$ cat src/rtl/spi_arb_pkg.sv
// Shared types and constants for the SPI master arbiter.
package spi_arb_pkg;

  localparam int unsigned ByteW          = 8;
  localparam int unsigned DefaultTimeout = 1024;

  typedef enum logic [2:0] {
    StIdle,
    StLoad,
    StStart,
    StWaitCsLow,
    StWaitCsHigh,
    StDone
  } spi_arb_state_e;

endpackage

$ cat src/rtl/spi_rr_arbiter.sv
// Combinational round-robin picker: first asserted valid at or above ptr_i, with wrap-around.
module spi_rr_arbiter #(
  parameter  int unsigned NumReq = 4,
  localparam int unsigned IdxW   = $clog2(NumReq)
) (
  input  logic [NumReq-1:0] valid_i,
  input  logic [IdxW-1:0]   ptr_i,
  output logic              found_o,
  output logic [IdxW-1:0]   idx_o
);

  logic [IdxW-1:0] cand;
  logic            hit;

  // Scan NumReq candidates starting at the pointer; the first hit wins.
  always_comb begin
    hit  = 1'b0;
    cand = '0;
    idx_o = '0;
    for (int unsigned i = 0; i < NumReq; i++) begin
      cand = IdxW'((32'(ptr_i) + i) % NumReq);
      if (!hit && valid_i[cand]) begin
        hit   = 1'b1;
        idx_o = cand;
      end
    end
    found_o = hit;
  end

endmodule

$ cat src/rtl/spi_master_arbiter.sv
// Round-robin front end sharing one SPI master between NUM_REQ byte requesters.
// Optional feature: define SPI_ARB_TIMEOUT_EN to add a per-phase watchdog on the
// chip-select wait states that reports req_err_o instead of req_done_o.
module spi_master_arbiter
  import spi_arb_pkg::*;
#(
  parameter  int unsigned NUM_REQ        = 4,
  parameter  int unsigned TIMEOUT_CYCLES = DefaultTimeout,
  localparam int unsigned IdxW           = $clog2(NUM_REQ)
) (
  input  logic                     clk_i,
  input  logic                     aresetn_i,
  input  logic [NUM_REQ-1:0]       req_valid_i,
  input  logic [NUM_REQ*ByteW-1:0] req_data_i,
  output logic [NUM_REQ-1:0]       req_ready_o,
  output logic [NUM_REQ-1:0]       req_done_o,
  output logic [NUM_REQ-1:0]       req_err_o,
  output logic                     spi_load_o,
  output logic                     spi_start_o,
  output logic [ByteW-1:0]         spi_data_o,
  input  logic                     spi_cs_i,
  output logic                     busy_o,
  output logic [IdxW-1:0]          grant_idx_o
);

  if (NUM_REQ < 2 || NUM_REQ > 8) begin : g_bad_num_req
    $error("NUM_REQ must be within 2..8");
  end
  if (TIMEOUT_CYCLES < 2) begin : g_bad_timeout
    $error("TIMEOUT_CYCLES must be at least 2");
  end

  spi_arb_state_e  state_q, state_d;
  logic [ByteW-1:0] data_q, data_d;
  logic [IdxW-1:0] gidx_q, gidx_d;
  logic [IdxW-1:0] rr_q, rr_d;
  logic            arb_found;
  logic [IdxW-1:0] arb_idx;
  logic [IdxW-1:0] rr_next;
  logic            timed_out;
  logic [NUM_REQ-1:0] ready_c;

  logic [ByteW-1:0] req_bytes [NUM_REQ];
  for (genvar k = 0; k < NUM_REQ; k++) begin : g_bytes
    assign req_bytes[k] = req_data_i[k*ByteW +: ByteW];
  end

  spi_rr_arbiter #(
    .NumReq (NUM_REQ)
  ) u_rr (
    .valid_i (req_valid_i),
    .ptr_i   (rr_q),
    .found_o (arb_found),
    .idx_o   (arb_idx)
  );

  assign rr_next = (gidx_q == IdxW'(NUM_REQ - 1)) ? '0 : gidx_q + 1'b1;

`ifdef SPI_ARB_TIMEOUT_EN
  logic [31:0] cnt_q, cnt_d;
  logic        err_q, err_d;
  assign timed_out = err_q;
`else
  assign timed_out = 1'b0;
`endif

  // Next-state, datapath capture and one-cycle output pulses.
  always_comb begin
    state_d     = state_q;
    data_d      = data_q;
    gidx_d      = gidx_q;
    rr_d        = rr_q;
    ready_c     = '0;
    req_done_o  = '0;
    req_err_o   = '0;
    spi_load_o  = 1'b0;
    spi_start_o = 1'b0;
    case (state_q)
      StIdle: begin
        if (arb_found) begin
          ready_c = NUM_REQ'(1) << arb_idx;
          data_d  = req_bytes[arb_idx];
          gidx_d  = arb_idx;
          state_d = StLoad;
        end
      end
      StLoad: begin
        spi_load_o = 1'b1;
        state_d    = StStart;
      end
      StStart: begin
        spi_start_o = 1'b1;
        state_d     = StWaitCsLow;
      end
      StWaitCsLow: begin
        if (!spi_cs_i) state_d = StWaitCsHigh;
      end
      StWaitCsHigh: begin
        if (spi_cs_i) state_d = StDone;
      end
      StDone: begin
        if (timed_out) req_err_o  = NUM_REQ'(1) << gidx_q;
        else           req_done_o = NUM_REQ'(1) << gidx_q;
        rr_d    = rr_next;
        state_d = StIdle;
      end
      default: state_d = StIdle;
    endcase

`ifdef SPI_ARB_TIMEOUT_EN
    // Counter restarts on every wait-state entry; expiry overrides the cs handshake.
    cnt_d = '0;
    err_d = err_q;
    if (state_q == StWaitCsLow || state_q == StWaitCsHigh) begin
      if (state_d == state_q) cnt_d = cnt_q + 32'd1;
      if (cnt_q == TIMEOUT_CYCLES - 1) begin
        state_d = StDone;
        err_d   = 1'b1;
        cnt_d   = '0;
      end
    end
    if (state_q == StDone) err_d = 1'b0;
`endif
  end

  // Keep the accept pulse quiet while reset is held, even if requesters are valid.
  assign req_ready_o = ready_c & {NUM_REQ{aresetn_i}};
  assign busy_o      = (state_q != StIdle);
  assign spi_data_o  = data_q;
  assign grant_idx_o = gidx_q;

  // State, captured byte, grant index and round-robin pointer.
  always_ff @(posedge clk_i or negedge aresetn_i) begin
    if (!aresetn_i) begin
      state_q <= StIdle;
      data_q  <= '0;
      gidx_q  <= '0;
      rr_q    <= '0;
    end else begin
      state_q <= state_d;
      data_q  <= data_d;
      gidx_q  <= gidx_d;
      rr_q    <= rr_d;
    end
  end

`ifdef SPI_ARB_TIMEOUT_EN
  // Watchdog counter and timeout flag.
  always_ff @(posedge clk_i or negedge aresetn_i) begin
    if (!aresetn_i) begin
      cnt_q <= '0;
      err_q <= 1'b0;
    end else begin
      cnt_q <= cnt_d;
      err_q <= err_d;
    end
  end
`endif

endmodule

$ cat config.mk
export PLATFORM = sky130hd
export DESIGN_NAME = spi_master_arbiter
export DESIGN_NICKNAME = d
export VERILOG_FILES = /design/src/rtl/spi_arb_pkg.sv /design/src/rtl/spi_rr_arbiter.sv /design/src/rtl/spi_master_arbiter.sv
export SDC_FILE = /design/constraint.sdc
export NUM_CORES = 1
export LEC_CHECK = 0
export ABC_AREA = 1
export CORE_UTILIZATION = 30
export DETAILED_ROUTE_END_ITERATION = 8
export SLEW_MARGIN = 20
export SYNTH_ARGS = -nofsm -noshare
export SYNTH_HDL_FRONTEND = slang
export SYNTH_SLANG_ARGS = --single-unit
$ cat constraint.sdc
create_clock -name clk_i -period 1.8 [get_ports clk_i]
set_input_delay 0.36 -clock clk_i [delete_from_list [all_inputs] [get_ports clk_i]]
set_output_delay 0.36 -clock clk_i [all_outputs]
set_load 0.01 [all_outputs]
==> reports/results.ini <==
[status]
outcome = finished, violations left
violations = setup timing

[drt]
drt-wirelength-per-cell_um = 9.78
drt-pass1-iter-count = 4
antenna_left = 0
drc = 0
routed_wl_mm = 3.92
num_vias = 1686
viasPerCell = 4.20
drtIter0Drc = 52

[global_routing]
grt.overflow.total = 0
antenna_found_initial = 0
grt_pass1_wl_mm = 6.93
first_global_vias = 1623
grt_max_degree = 20
grt_util_all_layers_pct = 16.4

[logic_synthesis]
ys_types = 26
syn_area_um2 = 1490
ys_ff_latch = 15
yosys_warnings = 0
synth_top_area_share_pct = 25.3
postSynthAreaPerCell_um2 = 6.32
yosysTopAreaCell = dfrtp_1
ys_seq_area_share_pct = 25.3
synth.area.top_cells = dfrtp_1, nand2_1, inv_1
syn_inst = 235

[place]
place_area_um2 = 2370
io_buffers = 59
gp_congestion = 0.792
hpwl_mm = 3.13

[clock_tree]
clk_latency_ns = 0.24
clkTransAtPathRegs_ns = 0.06
h-tree-depth = 1
numCtsBuffers = 3
cts.path.max_buffers = 2
cts_root_buffer = clkbuf_8
cts_sinks = 15
cts_tree = built

[timing]
rsz0062_at_grt = yes
setup_slack_ns = -0.474
finalSetupViolCount = 14
finalCritPeriodShare_pct = 126
max_freq_ghz = 0.440
fin_crit_ns = 2.27
slew_viol_final = 0
fin_worst_skew_ns = 0.000730
final.setup.tns_ns = -2.82
finalHoldViolations = 0

[worst_setup_path]
crit_type = reg2out
crit_path_max_fanout = 5
end_kind = output port
cp.arrival_ns = 1.91
cp.required_ns = 1.44
start_kind = register

[die]
die-area_um2 = 5240
core_um2 = 4750
start_util_pct = 31.2
die_h_um = 72.4
fp.dieW_um = 72.4
io_pins = 64
fp-row-count = 25

[pwr]
p_sw_share_pct = 47.1
clockPowerShare_pct = 6.1
p_total_uw = 4340
pwr-share-seq_pct = 14.4
p_int_uw = 2300
ir_drop_mv = 0.598
switchingPower_uw = 2050
p_leak_uw = 0.00134
power_frac_comb_pct = 79.5
powerDensity_nw_per_um2 = 1720

[final_layout]
final_nets = 378
design_area_um2 = 2520
syn_to_final_growth_pct = 69.8
diodes = 0
layout-drive-gt1-share_pct = 33.8

[run]
drv_cap = 0

[min_path]
hold_path.class = reg2reg

-- what timing repair did --
action                     CTS  global route
gates resized for setup     42            31
gates cloned                 0             1
hold endpoints to repair     0             0
pin swaps                    9             6
hold buffers                 0             0
buffers inserted             6             4
setup endpoints to repair   19            21
-- worst max-delay path, stage by stage (launching register included) --
cell and delay, ns:
dfrtp_2 0.44, buf_6 0.15, nand2_2 0.06, nand2_2 0.07, nand2_2 0.08, nand2_2 0.07
nor2_4 0.10, nand2_1 0.07, nor2_2 0.12, nor2_4 0.07, nor2_4 0.11, inv_4 0.06
nor3_4 0.11, buf_2 0.15
-- final cells by class --
type / count / area (µm²)
Multi-Input combinational cell: 164 / 955
Timing Repair Buffer: 100 / 866
Clock buffer: 4 / 45.0
Inverter: 51 / 196
Tap cell: 67 / 83.8
Sequential cell: 15 / 377
Fill cell: 502 / 2230
-- synth_stat cells --
master	instances
nand2_1	68
inv_1	47
nand3_1	27
nor2_1	16
dfrtp_1	15
nand2_2	12
o211ai_1	6
o21ai_0	6
buf_4	4
ha_1	4
inv_2	4
nand2_4	4
nor2_4	4
buf_6	3
nand3_2	3
nor3_1	2
a21oi_2	1
and2_1	1
buf_8	1
conb_1	1
nand3b_1	1
nand4_1	1
nor2_2	1
o21ai_1	1
o221ai_1	1
or2_2	1
-- registers in the layout, summed over array words and instances (netlist names) --
signal / flops
state_q: 3
rr_q: 2
spi_data_o: 8
grant_idx_o: 2
-- power by group through the flow --
stage / Sequential, µW / Combinational, µW / Clock, µW
6_report: 624 / 3450 / 266
5_1_grt: 652 / 3850 / 293
4_1_cts: 615 / 3310 / 275
3_5_place_dp: 615 / 3180 / 0
3_3_place_gp: 614 / 3150 / 0
2_1_floorplan: 670 / 1900 / 0
-- through the flow --
| step | utilization, % | hold slack, ns | std cells | setup WS, ns |
|---|---|---|---|---|
| finish | 53.1 | 0.486 | 401 | -0.474 |
| global placement | 49.8 | 0.473 | 386 | -0.929 |
| detailed placement | 49.8 | 0.471 | 386 | -0.952 |
| floorplan | - | 0.0644 | 238 | -0.0439 |
| global route | 53.1 | 0.529 | 401 | -0.593 |
| CTS | 51.7 | 0.494 | 396 | -0.464 |
-- placed cells by master (no fill, tap or decap), types with 2 or more instances in the layout --
cell,instances
nor2_1,10
inv_4,2
nand2_4,6
nor2_4,4
o211ai_1,6
conb_1,4
inv_1,42
ha_1,4
o21ai_1,2
inv_2,7
nor2_2,7
nor3_4,2
o21ai_0,4
clkbuf_8,3
dlygate4sd2_1,5
clkdlybuf4s50_1,44
nand3_2,5
clkbuf_2,5
nand2_2,21
dfrtp_1,14
nand3_1,24
buf_4,38
nand2_1,57
buf_2,5
-- cell families (layout without fill, tap and decap cells) --
kind of cell	count (synthesis)	count (layout)	share of synthesized area, %
other	1	4	0.252
flip-flops	15	15	25.3
adder cells (fa/ha/maj)	4	4	3.37
AO/OA/AOI/OAI	15	15	6.57
buffers and inverters	59	155	18.2
AND/OR/NAND/NOR	141	141	46.3
-- final timing paths --
| check | slack (ns) | cells after the start | end | from |
|---|---|---|---|---|
| min in group asynchronous | 0.55 | 2 | state_q[1]$_DFFE_PN0P_ | aresetn_i |
| max | -0.47 | 13 | req_ready_o[3] | rr_q[0]$_DFFE_PN0P_ |
| max in group asynchronous | 1.06 | 2 | rr_q[0]$_DFFE_PN0P_ | aresetn_i |
| min reg2reg | 0.49 | 2 | spi_data_o[3]$_DFFE_PN0P_ | spi_data_o[3]$_DFFE_PN0P_ |
| max reg2reg | -0.21 | 13 | spi_data_o[0]$_DFFE_PN0P_ | rr_q[0]$_DFFE_PN0P_ |
| min | 0.49 | 2 | spi_data_o[3]$_DFFE_PN0P_ | spi_data_o[3]$_DFFE_PN0P_ |
-- per-layer routing --
layer	vias up	wire, µm	GRT usage [%]
met5	-	0	0
met4	0	61	3.49
met3	6	126	2.92
met2	40	1980	30.2
met1	736	1750	19.9
li1	904	-	-
Power figures use the tool's default switching activity.
